<file path="config.mk">
export PLATFORM = sky130hd
export DESIGN_NAME = awmc_prog_flat
export DESIGN_NICKNAME = d
export VERILOG_FILES = /design/src/rtl/awmc_pkg.sv /design/src/rtl/awmc_if.sv /design/src/rtl/awmc_stage_timer.sv /design/src/rtl/awmc_prog.sv /design/src/flat_wrapper.sv
export SDC_FILE = /design/constraint.sdc
export NUM_CORES = 1
export LEC_CHECK = 0
export CAP_MARGIN = 30
export CORE_AREA = 5 5 83 85
export DETAILED_ROUTE_END_ITERATION = 10
export DIE_AREA = 0 0 88 90
export GPL_ROUTABILITY_DRIVEN = 0
export PLACE_DENSITY = 0.43
export SLEW_MARGIN = 20
export SYNTH_ARGS = -nofsm -noshare
export SYNTH_HDL_FRONTEND = slang
export SYNTH_SLANG_ARGS = --single-unit
</file>
<file path="constraint.sdc">
create_clock -name clk -period 2.19 [get_ports clk]
set_clock_uncertainty 0.05 [all_clocks]
set_input_delay 0.438 -clock clk [delete_from_list [all_inputs] [get_ports clk]]
set_output_delay 0.438 -clock clk [all_outputs]
set_load 0.01 [all_outputs]
</file>
<file path="src/rtl/awmc_pkg.sv">
// awmc_pkg: stage and mode encodings plus duration helpers for the
// programmable washing-machine controller (awmc_prog).
package awmc_pkg;

    typedef enum logic [2:0] {
        ST_FILL  = 3'b000,
        ST_WASH  = 3'b001,
        ST_RINSE = 3'b010,
        ST_SPIN  = 3'b011,
        ST_STOP  = 3'b100,
        ST_PAUSE = 3'b101,
        ST_DRAIN = 3'b110,
        ST_IDLE  = 3'b111
    } stage_e;

    typedef enum logic [1:0] {
        MODE_NORMAL = 2'd0,
        MODE_QUICK  = 2'd1,
        MODE_HEAVY  = 2'd2,
        MODE_RSVD   = 2'd3
    } mode_e;

    // Wash length in cycles; heavy doubles and saturates at the timer full scale.
    function automatic int wash_dur(input logic [1:0] mode, input int wash_t, input int cnt_w);
        int full;
        full = (1 << cnt_w) - 1;
        case (mode)
            MODE_QUICK: wash_dur = wash_t >> 1;
            MODE_HEAVY: wash_dur = ((wash_t << 1) > full) ? full : (wash_t << 1);
            default:    wash_dur = wash_t;
        endcase
    endfunction

    // Index of the final rinse pass: 0 requests count as 1, heavy adds a pass,
    // and the total is clamped to the machine maximum.
    function automatic logic [1:0] rinse_last(input logic [1:0] mode, input logic [1:0] req,
                                              input int max_rinse);
        int n;
        n = (req == 2'd0) ? 1 : int'(req);
        if (mode == MODE_HEAVY) n = n + 1;
        if (n > max_rinse) n = max_rinse;
        rinse_last = 2'(n - 1);
    endfunction

endpackage

</file>
<file path="src/rtl/awmc_if.sv">
// awmc_if: signal bundle between the front panel (master) and awmc_prog (slave).
// The abort line is present only when AWMC_ABORT_EN is defined.
interface awmc_if #(parameter int CNT_W = 8);
`ifdef AWMC_ABORT_EN
    logic             abort;
`endif
    logic             start;
    logic             pause;
    logic             lid;
    logic [1:0]       mode;
    logic [1:0]       rinse_cnt;
    logic [2:0]       stage;
    logic             done;
    logic             input_valve;
    logic             output_drain;
    logic [CNT_W-1:0] remaining;
    logic [1:0]       rinse_idx;

    modport master (
`ifdef AWMC_ABORT_EN
        output abort,
`endif
        output start, pause, lid, mode, rinse_cnt,
        input  stage, done, input_valve, output_drain, remaining, rinse_idx
    );

    modport slave (
`ifdef AWMC_ABORT_EN
        input  abort,
`endif
        input  start, pause, lid, mode, rinse_cnt,
        output stage, done, input_valve, output_drain, remaining, rinse_idx
    );
endinterface

</file>
<file path="src/rtl/awmc_stage_timer.sv">
// awmc_stage_timer: loadable down-counter for stage timing. Load wins over
// hold; the count stops at zero. cnt_nxt exposes the value the counter takes
// at the next edge so registered outputs can be derived from it.
module awmc_stage_timer #(
    parameter int CNT_W = 8
) (
    input  logic             clk,
    input  logic             reset,
    input  logic             load,
    input  logic [CNT_W-1:0] load_val,
    input  logic             hold,
    output logic [CNT_W-1:0] cnt,
    output logic [CNT_W-1:0] cnt_nxt,
    output logic             zero
);
    logic [CNT_W-1:0] cnt_q;
    logic [CNT_W-1:0] cnt_d;

    // Next count: reload, freeze, or decrement toward zero.
    always_comb begin
        cnt_d = cnt_q;
        if (load) begin
            cnt_d = load_val;
        end else if (!hold && (cnt_q != '0)) begin
            cnt_d = cnt_q - CNT_W'(1);
        end
    end

    // Count register.
    always_ff @(posedge clk or posedge reset) begin
        if (reset) cnt_q <= '0;
        else       cnt_q <= cnt_d;
    end

    assign cnt     = cnt_q;
    assign cnt_nxt = cnt_d;
    assign zero    = (cnt_q == '0);
endmodule

</file>
<file path="src/rtl/awmc_prog.sv">
// awmc_prog: programmable washing-machine controller.
// FILL -> WASH -> RINSE (1..MAX_RINSE passes) -> SPIN -> STOP -> IDLE, with
// pause / lid-open suspend and resume. All outputs are registered.
// Optional: define AWMC_ABORT_EN to add an abort input that drains for
// DRAIN_T cycles and returns to IDLE without setting done.
module awmc_prog
    import awmc_pkg::*;
#(
    parameter int CNT_W     = 8,
    parameter int FILL_T    = 4,
    parameter int WASH_T    = 8,
    parameter int RINSE_T   = 6,
    parameter int SPIN_T    = 6,
    parameter int DRAIN_T   = 2,
    parameter int MAX_RINSE = 3
) (
    input  logic   clk,
    input  logic   reset,
    awmc_if.slave  bus
);
    localparam logic [CNT_W-1:0] FILL_LD  = CNT_W'(FILL_T - 1);
    localparam logic [CNT_W-1:0] RINSE_LD = CNT_W'(RINSE_T - 1);
    localparam logic [CNT_W-1:0] SPIN_LD  = CNT_W'(SPIN_T - 1);
    localparam logic [CNT_W-1:0] DRAIN_LD = CNT_W'(DRAIN_T - 1);
    // Remaining values at or above this mark fall in the drain part of a rinse pass.
    localparam logic [CNT_W-1:0] DRN_TH   = CNT_W'(RINSE_T - DRAIN_T);

    stage_e           stage_q, stage_d;
    stage_e           sav_q, sav_d;
    logic [1:0]       mode_q, mode_d;
    logic [1:0]       last_q, last_d;
    logic [1:0]       idx_q, idx_d;
    logic             done_q, done_d;
    logic             valve_q, valve_d;
    logic             drain_q, drain_d;

    logic             tm_load;
    logic [CNT_W-1:0] tm_val;
    logic             tm_hold;
    logic [CNT_W-1:0] rem;
    logic [CNT_W-1:0] rem_nxt;
    logic             rem_zero;
    logic [CNT_W-1:0] wash_ld;
    logic             abort_req;
    logic             suspend;

`ifdef AWMC_ABORT_EN
    assign abort_req = bus.abort;
`else
    assign abort_req = 1'b0;
`endif

    assign suspend = bus.pause || !bus.lid;
    assign wash_ld = CNT_W'(wash_dur(mode_q, WASH_T, CNT_W) - 1);

    awmc_stage_timer #(.CNT_W(CNT_W)) u_timer (
        .clk      (clk),
        .reset    (reset),
        .load     (tm_load),
        .load_val (tm_val),
        .hold     (tm_hold),
        .cnt      (rem),
        .cnt_nxt  (rem_nxt),
        .zero     (rem_zero)
    );

    // Stage sequencing, context save/restore and timer control.
    always_comb begin
        stage_d = stage_q;
        sav_d   = sav_q;
        mode_d  = mode_q;
        last_d  = last_q;
        idx_d   = idx_q;
        done_d  = done_q;
        tm_load = 1'b0;
        tm_val  = '0;
        tm_hold = 1'b1;
        case (stage_q)
            ST_IDLE: begin
                if (bus.start && bus.lid && !bus.pause) begin
                    stage_d = ST_FILL;
                    mode_d  = bus.mode;
                    last_d  = rinse_last(bus.mode, bus.rinse_cnt, MAX_RINSE);
                    idx_d   = '0;
                    done_d  = 1'b0;
                    tm_load = 1'b1;
                    tm_val  = FILL_LD;
                end
            end
            ST_FILL, ST_WASH, ST_RINSE, ST_SPIN: begin
                if (abort_req) begin
                    stage_d = ST_DRAIN;
                    done_d  = 1'b0;
                    tm_load = 1'b1;
                    tm_val  = DRAIN_LD;
                end else if (suspend) begin
                    stage_d = ST_PAUSE;
                    sav_d   = stage_q;
                end else if (rem_zero) begin
                    tm_load = 1'b1;
                    case (stage_q)
                        ST_FILL: begin
                            stage_d = ST_WASH;
                            tm_val  = wash_ld;
                        end
                        ST_WASH: begin
                            stage_d = ST_RINSE;
                            idx_d   = '0;
                            tm_val  = RINSE_LD;
                        end
                        ST_RINSE: begin
                            if (idx_q == last_q) begin
                                stage_d = ST_SPIN;
                                tm_val  = SPIN_LD;
                            end else begin
                                idx_d  = idx_q + 2'd1;
                                tm_val = RINSE_LD;
                            end
                        end
                        default: begin
                            stage_d = ST_STOP;
                            done_d  = 1'b1;
                            tm_val  = '0;
                        end
                    endcase
                end else begin
                    tm_hold = 1'b0;
                end
            end
            ST_STOP: begin
                stage_d = ST_IDLE;
            end
            ST_PAUSE: begin
                if (abort_req) begin
                    stage_d = ST_DRAIN;
                    done_d  = 1'b0;
                    tm_load = 1'b1;
                    tm_val  = DRAIN_LD;
                end else if (bus.start && !bus.pause && bus.lid) begin
                    stage_d = sav_q;
                end
            end
            ST_DRAIN: begin
                if (rem_zero) begin
                    stage_d = ST_IDLE;
                    done_d  = 1'b0;
                end else begin
                    tm_hold = 1'b0;
                end
            end
            default: begin
                stage_d = ST_IDLE;
            end
        endcase
    end

    // Valve and pump levels for the stage and timer value about to be registered.
    always_comb begin
        valve_d = 1'b0;
        drain_d = 1'b0;
        case (stage_d)
            ST_FILL:  valve_d = 1'b1;
            ST_RINSE: begin
                if (rem_nxt >= DRN_TH) drain_d = 1'b1;
                else                   valve_d = 1'b1;
            end
            ST_SPIN, ST_DRAIN: drain_d = 1'b1;
            default: ;
        endcase
    end

    // Controller state and registered outputs.
    always_ff @(posedge clk or posedge reset) begin
        if (reset) begin
            stage_q <= ST_IDLE;
            sav_q   <= ST_IDLE;
            mode_q  <= 2'd0;
            last_q  <= 2'd0;
            idx_q   <= 2'd0;
            done_q  <= 1'b0;
            valve_q <= 1'b0;
            drain_q <= 1'b0;
        end else begin
            stage_q <= stage_d;
            sav_q   <= sav_d;
            mode_q  <= mode_d;
            last_q  <= last_d;
            idx_q   <= idx_d;
            done_q  <= done_d;
            valve_q <= valve_d;
            drain_q <= drain_d;
        end
    end

    assign bus.stage        = stage_q;
    assign bus.done         = done_q;
    assign bus.input_valve  = valve_q;
    assign bus.output_drain = drain_q;
    assign bus.remaining    = rem;
    assign bus.rinse_idx    = idx_q;
endmodule

</file>
<file path="src/flat_wrapper.sv">
// flat-port wrapper written by rule: the top's interface ports become plain ports
module awmc_prog_flat import awmc_pkg::*;
#(
    parameter int CNT_W     = 8,
    parameter int FILL_T    = 4,
    parameter int WASH_T    = 8,
    parameter int RINSE_T   = 6,
    parameter int SPIN_T    = 6,
    parameter int DRAIN_T   = 2,
    parameter int MAX_RINSE = 3
)
  (clk, reset, bus_start, bus_pause, bus_lid, bus_mode, bus_rinse_cnt, bus_stage, bus_done, bus_input_valve, bus_output_drain, bus_remaining, bus_rinse_idx);
  awmc_if #(.CNT_W(CNT_W)) bus_i ();
  input  logic clk;
  input  logic reset;
  input wire logic [$bits(bus_i.start)-1:0] bus_start;
  input wire logic [$bits(bus_i.pause)-1:0] bus_pause;
  input wire logic [$bits(bus_i.lid)-1:0] bus_lid;
  input wire logic [$bits(bus_i.mode)-1:0] bus_mode;
  input wire logic [$bits(bus_i.rinse_cnt)-1:0] bus_rinse_cnt;
  output wire logic [$bits(bus_i.stage)-1:0] bus_stage;
  output wire logic [$bits(bus_i.done)-1:0] bus_done;
  output wire logic [$bits(bus_i.input_valve)-1:0] bus_input_valve;
  output wire logic [$bits(bus_i.output_drain)-1:0] bus_output_drain;
  output wire logic [$bits(bus_i.remaining)-1:0] bus_remaining;
  output wire logic [$bits(bus_i.rinse_idx)-1:0] bus_rinse_idx;
  assign bus_i.start = bus_start;
  assign bus_i.pause = bus_pause;
  assign bus_i.lid = bus_lid;
  assign bus_i.mode = bus_mode;
  assign bus_i.rinse_cnt = bus_rinse_cnt;
  assign bus_stage = bus_i.stage;
  assign bus_done = bus_i.done;
  assign bus_input_valve = bus_i.input_valve;
  assign bus_output_drain = bus_i.output_drain;
  assign bus_remaining = bus_i.remaining;
  assign bus_rinse_idx = bus_i.rinse_idx;
  awmc_prog #(.CNT_W(CNT_W), .FILL_T(FILL_T), .WASH_T(WASH_T), .RINSE_T(RINSE_T), .SPIN_T(SPIN_T), .DRAIN_T(DRAIN_T), .MAX_RINSE(MAX_RINSE)) u_core (.clk(clk), .reset(reset), .bus(bus_i));
endmodule
</file>
# Word-level counts from Yosys, hierarchy flattened
# Index checks and enable logic that the tools add are counted.
# W data, S select, Z words.
dict set report word_totals {
  elab_cells 106
  regBits 23
  output_inout_bits 16
  input_bits 9
}
dict set report classes {
  n_eq_ne 21
  magnitude_cmp 2
  n_addsub 5
  reduce_logical 24
  muxes 45
}
# cell count
set ops {}
lappend ops {{$mux W32} 3}
lappend ops {{$add A32 B2 Y32 const B} 1}
lappend ops {{$gt A32 B3 Y1 const B} 1}
lappend ops {{$mux W8} 4}
lappend ops {{$pmux W8 S2} 2}
lappend ops {{$mux W2} 9}
lappend ops {{$mux W3} 6}
lappend ops {{$eq A3 B3 Y1 const B} 5}
lappend ops {{$pmux W3 S5} 1}
lappend ops {{$eq A3 B2 Y1 const B} 4}
lappend ops {{$reduce_and A6 Y1} 2}
lappend ops {{$mux W1} 11}
lappend ops {{$pmux W5 S2} 1}
lappend ops {{$pmux W3 S3} 1}
lappend ops {{$ge A8 B3 Y1 const B} 1}
lappend ops {{$logic_not A8 Y1} 1}
lappend ops {{$pmux W1 S2} 4}
lappend ops {{$pmux W2 S2} 2}
lappend ops {{$reduce_bool A8 Y1} 1}
lappend ops {{$sub A8 B1 Y8 const B} 1}
lappend ops {{$logic_not A3 Y1} 2}
lappend ops {{$ne A2 B1 Y1 const B} 3}
lappend ops {{$sub A5 B1 Y6 const B} 1}
lappend ops {{$logic_and A1 B1 Y1} 5}
lappend ops {{19 further kinds} 25}

# Longest topological paths before layout
dict set report logic_depth {
  ltp_word 11
  depth_mapped 7
  depth_no_buf 7
}

# By module
# A second synthesis with hierarchy kept.
dict set report unflattened {
  cells_unflattened 151
  area_unflattened_um2 1445.1
}
# mod area_each_um2 seq_area_each_um2 instances cells_each
set modules_own_cells {}
lappend modules_own_cells {awmc_prog 917.1 382.9 1 96}
lappend modules_own_cells {awmc_stage_timer 528.0 200.2 1 55}

# Worst setup path before layout
# No wires, ideal clock.
dict set report synth_path {
  kind {register to register}
  startpoint {reg u_core.u_timer.cnt_q[0] (netlist: u_core.u_timer.cnt[0])}
  endpoint {reg u_core.drain_q (netlist: u_core.bus.output_drain)}
  setup_ns 0.137
  synth_period_minus_slack_ns 1.991
  n_path_buf 0
  t_required_ns 2.003
  slack_ns 0.199
  arrival_time_ns 1.804
  stages_incl_launch_ff 8
  cell_sequence {dfrtp_1 > inv_1 > ha_1 > or3b_1 > nor3_1 > o32ai_1 > o41ai_2 > a221oi_2}
}
dict set report synth_via {
  elab_chain_cells 11
  word_cells_on_any_way 26
  cone_classes {add/sub: 1; order compare: 1; eq/ne: 3; mux: 16; reduce/logical: 5}
}
# element line
set synth_rtl {}
lappend synth_rtl {{from (decl)} awmc_stage_timer.sv:16} ;# logic [CNT_W-1:0] cnt_q;
lappend synth_rtl {{from (signal assigned)} awmc_stage_timer.sv:32} ;# else cnt_q <= cnt_d;
lappend synth_rtl {{$logic_not A8 Y1} awmc_stage_timer.sv:37} ;# assign zero = (cnt_q == '0);
lappend synth_rtl {{$mux W1} {awmc_prog.sv:99, awmc_prog.sv:144}}
lappend synth_rtl {{$mux W1} awmc_prog.sv:96} ;# end else if (suspend) begin
lappend synth_rtl {{$pmux W1 S2} awmc_prog.sv:78} ;# case (stage_q)
lappend synth_rtl {{$logic_not A1 Y1} awmc_stage_timer.sv:24} ;# end else if (!hold && (cnt_q != '0)) begin
lappend synth_rtl {{$logic_and A1 B1 Y1} awmc_stage_timer.sv:24}
lappend synth_rtl {{$mux W8} awmc_stage_timer.sv:24}
lappend synth_rtl {{$mux W8} awmc_stage_timer.sv:22} ;# if (load) begin
lappend synth_rtl {{$ge A8 B3 Y1} awmc_prog.sv:164} ;# if (rem_nxt >= DRN_TH) drain_d = 1'b1;
lappend synth_rtl {{$mux W1} awmc_prog.sv:164}
lappend synth_rtl {{$pmux W1 S2 (*)} awmc_prog.sv:161} ;# case (stage_d)
lappend synth_rtl {{via u_core.drain_d} awmc_prog.sv:35} ;# logic drain_q, drain_d;
lappend synth_rtl {{to (signal assigned)} awmc_prog.sv:191} ;# drain_q <= drain_d;
lappend synth_rtl {{to (decl)} awmc_prog.sv:35}
# The timed path passes the listed nets; every way through them passes the cells marked *.
# A chain may end at the register's enable or synchronous reset.

# Worst setup path in the final report
dict set report layout_path {
  startpoint {in bus_lid}
  endpoint {reg u_core.drain_q (netlist: u_core.bus.output_drain)}
}
dict set report layout_via {
  elab_chain_cells 11
  word_cells_on_any_way 28
  cone_classes {order compare: 1; eq/ne: 3; mux: 16; reduce/logical: 8}
}
# element line
set layout_rtl {}
lappend layout_rtl {{from (decl)} flat_wrapper.sv:18} ;# input wire logic [$bits(bus_i.lid)-1:0] bus_lid;
lappend layout_rtl {{$logic_not A1 Y1} awmc_prog.sv:53} ;# assign suspend = bus.pause || !bus.lid;
lappend layout_rtl {{$logic_or A1 B1 Y1} awmc_prog.sv:53}
lappend layout_rtl {{$mux W1} awmc_prog.sv:96}
lappend layout_rtl {{$pmux W1 S2} awmc_prog.sv:78}
lappend layout_rtl {{$logic_not A1 Y1} awmc_stage_timer.sv:24}
lappend layout_rtl {{$logic_and A1 B1 Y1} awmc_stage_timer.sv:24}
lappend layout_rtl {{$mux W8} awmc_stage_timer.sv:24}
lappend layout_rtl {{$mux W8} awmc_stage_timer.sv:22}
lappend layout_rtl {{$ge A8 B3 Y1} awmc_prog.sv:164}
lappend layout_rtl {{$mux W1} awmc_prog.sv:164}
lappend layout_rtl {{$pmux W1 S2 (*)} awmc_prog.sv:161}
lappend layout_rtl {{via u_core.drain_d} awmc_prog.sv:35}
# Marked as above.

==> impl_results.md <==
- Power Density: 1132 nW/µm²
- Flops & latches, synth: 23
- Diode count: 0
- Wirelength per Cell: 13.86 µm
- FP Rows: 29
- Req. time, crit path: 2.28 ns
- Initial DRC count: 50
- Least-Margin Pin Slew: 0.3556 ns
- Fin nets: 220
- Seq/Total Area, Yosys: 39.36%
- TritonRoute pass-1 iters: 4
- Final Setup Violations: 0
- Post-synth top area share: 28.72%
- Setup TNS Final: 0 ns
- # IOs: 25
- Setup crit end kind: register
- Area Growth Syn to Fin: 37.75%
- Starting density of the core: 24.16%
- All-Layer GR Usage: 10.65%
- Cells after Synth: 161
- Global route overflow: 0
- Mean post-synth cell area: 9.201 µm²
- Multi-input logic area: 837.1 µm²
- Root Buffer: clkbuf_8
- Antenna violations before repair: 0
- Maximum root-to-sink buffer count: 2
- Clock latency on the worst-skew pair: 0.27 ns
- Routed vias/inst: 4.856
- Final Hold Viols: 0
- Ys flop type: dfrtp_1
- Final worst slack: 0.1278 ns
- Ratio of cells with drive above 1 in the final layout: 23.56%
- Pre-CTS setup slack: -0.1409 ns
- H-tree depth: 1
- RSZ-0062 raised after global routing: false
- Fin. max-slew vios: 0
- Final antenna-violating net count: 0
- HP Class: register to register
- # hold bufs at CTS: 0
- Number of synthesized flops with an enable pin: 0
- Worst Path Arrival: 2.16 ns
- Cell Count, Final, Fillers Out: 285
- Unique cell type count in the Yosys netlist: 54
- First-pass GRT wire length: 6.824 mm
- Yosys warnings: 0
- Pin count of the biggest net entering global routing: 24
- DRC viols: 0
- PortBufs: 24
- Die W: 88 µm
- DR vias: 1,384
- Max Cap Viol: 0
- Synth top area cells: dfrtp_1, dfstp_2, o21ai_0, a21oi_1, nand2_1
- Routed WL: 3.951 mm
- Clk pin slew, worst setup/hold paths: 0.09 ns
- Period utilization: 94.17%
- Vias in the first global route: 1,430
- Critical path fanouts, max: 5
- Max Freq: 0.4849 GHz
- DP HPWL: 3.069 mm
- Die height: 90 µm
- Crit Path Category: input port to register
- Count leader, synth: dfrtp_1
- Final min period: 2.062 ns
- FILL cells: 645
- Commonest cells post-synth: dfrtp_1, nand2_1, nor2_1, o21ai_0, a21oi_1
- Rel. slew slack: 76.03%
- Storage element area: 583.1 µm²
- Status: finished, final reports clean
- Post-Syn Nets: 172
- Util after Layout: 33.28%
- Top cell type by total area after synthesis: dfrtp_1
- Pwr Total: 0.002309 W
- Post-synth design cell area: 1481 µm²
- CTS tree: yes
- Sink Count: 23
- VDD IR max: 0.0003843 V
- TritonCTS buffer count: 3
- Pleak: 0.8841 nW
- CORE AREA: 6132 µm²
- Die area: 7920 µm²
- DP Cell Count: 281
- Async set-reset flop share out of synthesis: 100.0%
- CP Launch Type: input port
-- registers in the layout (all words and copies together), names as in the netlist --
register and count:
u_core.u_timer.cnt 8, u_core.bus.stage 3, u_core.sav_q 3, u_core.bus.rinse_idx 2, u_core.last_q 2, u_core.mode_q 2
u_core.bus.done 1, u_core.bus.input_valve 1, u_core.bus.output_drain 1
-- critical path, stage by stage --
cell	delay, ns
clkdlybuf4s50_1	0.48
nor3b_4	0.28
o21ai_0	0.18
a22o_1	0.27
o41ai_2	0.41
a221oi_2	0.10
-- cell usage in the layout (no fill, tap or decap), types with 3 or more instances in the layout --
| cell | synthesis | final |
|---|---|---|
| nand2b_1 | 5 | 5 |
| dfstp_2 | 6 | 6 |
| inv_1 | 8 | 8 |
| dfrtp_1 | 17 | 17 |
| nand4_1 | 3 | 3 |
| a21oi_1 | 10 | 9 |
| nand3_1 | 3 | 3 |
| mux2i_1 | 4 | 4 |
| o21ai_0 | 11 | 11 |
| clkdlybuf4s50_1 | 0 | 24 |
| nand3b_1 | 3 | 3 |
| nor3_1 | 7 | 7 |
| o32ai_1 | 3 | 3 |
| nand2_1 | 13 | 13 |
| clkbuf_8 | 0 | 3 |
| nor2b_1 | 3 | 3 |
| buf_4 | 0 | 25 |
| nor2_1 | 11 | 11 |
-- routing by layer --
layer	vias to the layer above	global-route usage [%]	share of wire [%]
met4	0	2.046	1.3
met1	662	13.53	44
met5	-	0	0
met2	29	18.22	51
met3	4	2.468	4.0
li1	689	-	-
-- area by class of cell --
type	count	share of cell area [%]
multi-input cells	123	41.02
flip-flops and latches	23	28.57
repair buffers	50	21.95
well taps	77	4.721
clock buffers	3	2.023
inverters	8	1.471
clock inverters	1	0.2452
-- logic make-up (layout without fill, tap and decap cells) --
| family | Yosys count | after routing | share of synthesized area [%] |
|---|---|---|---|
| simple gates | 66 | 66 | 27.20 |
| compound gates | 46 | 46 | 21.20 |
| flops | 23 | 23 | 39.36 |
| buf+inv | 15 | 62 | 4.560 |
| mux | 6 | 6 | 4.223 |
| xor+xnor | 3 | 3 | 1.774 |
| fa+ha+maj | 2 | 2 | 1.689 |
-- stage by stage --
step                      cell area [µm²]  hold slack, ns
after floorplan                      1481          0.3855
after global placement               1988          0.4227
final                                2041          0.4321
after detailed placement             1988          0.4239
after global routing                 2041          0.4605
after CTS                            2034          0.4374
-- path summary, 6_finish.rpt --
| kind | slack [ns] | cells after the start | end | from |
|---|---|---|---|---|
| worst min register to register | 0.43 | 1 | u_core.sav_q[2]$_DFFE_PP1P_ | u_core.sav_q[2]$_DFFE_PP1P_ |
| worst max register to register | 0.13 | 5 | u_core.bus.output_drain$_DFF_PP0_ | u_core.bus.stage[1]$_DFF_PP1_ |
| min in group asynchronous | 0.45 | 3 | u_core.u_timer.cnt[3]$_DFF_PP0_ | reset |
| max in group asynchronous | 1.35 | 3 | u_core.sav_q[1]$_DFFE_PP1P_ | reset |
| worst min-delay path | 0.43 | 1 | u_core.sav_q[2]$_DFFE_PP1P_ | u_core.sav_q[2]$_DFFE_PP1P_ |
| worst max-delay path | 0.13 | 6 | u_core.bus.output_drain$_DFF_PP0_ | bus_lid |
-- what timing repair did --
item,CTS,global route
setup endpoints to repair,0,2
gates resized for setup,0,2
setup buffers,0,0
-- where the power goes --
group	switching [W]	internal (W)	total, W	leakage [nW]
sequential	0.000184	0.000598	0.000782	0.286
combinational	0.000626	0.000633	0.00126	0.573
clock	0.000141	0.000127	0.000268	0.0255
total	0.000951	0.00136	0.00231	0.884
No activity file was read; power rests on OpenSTA's default activity.
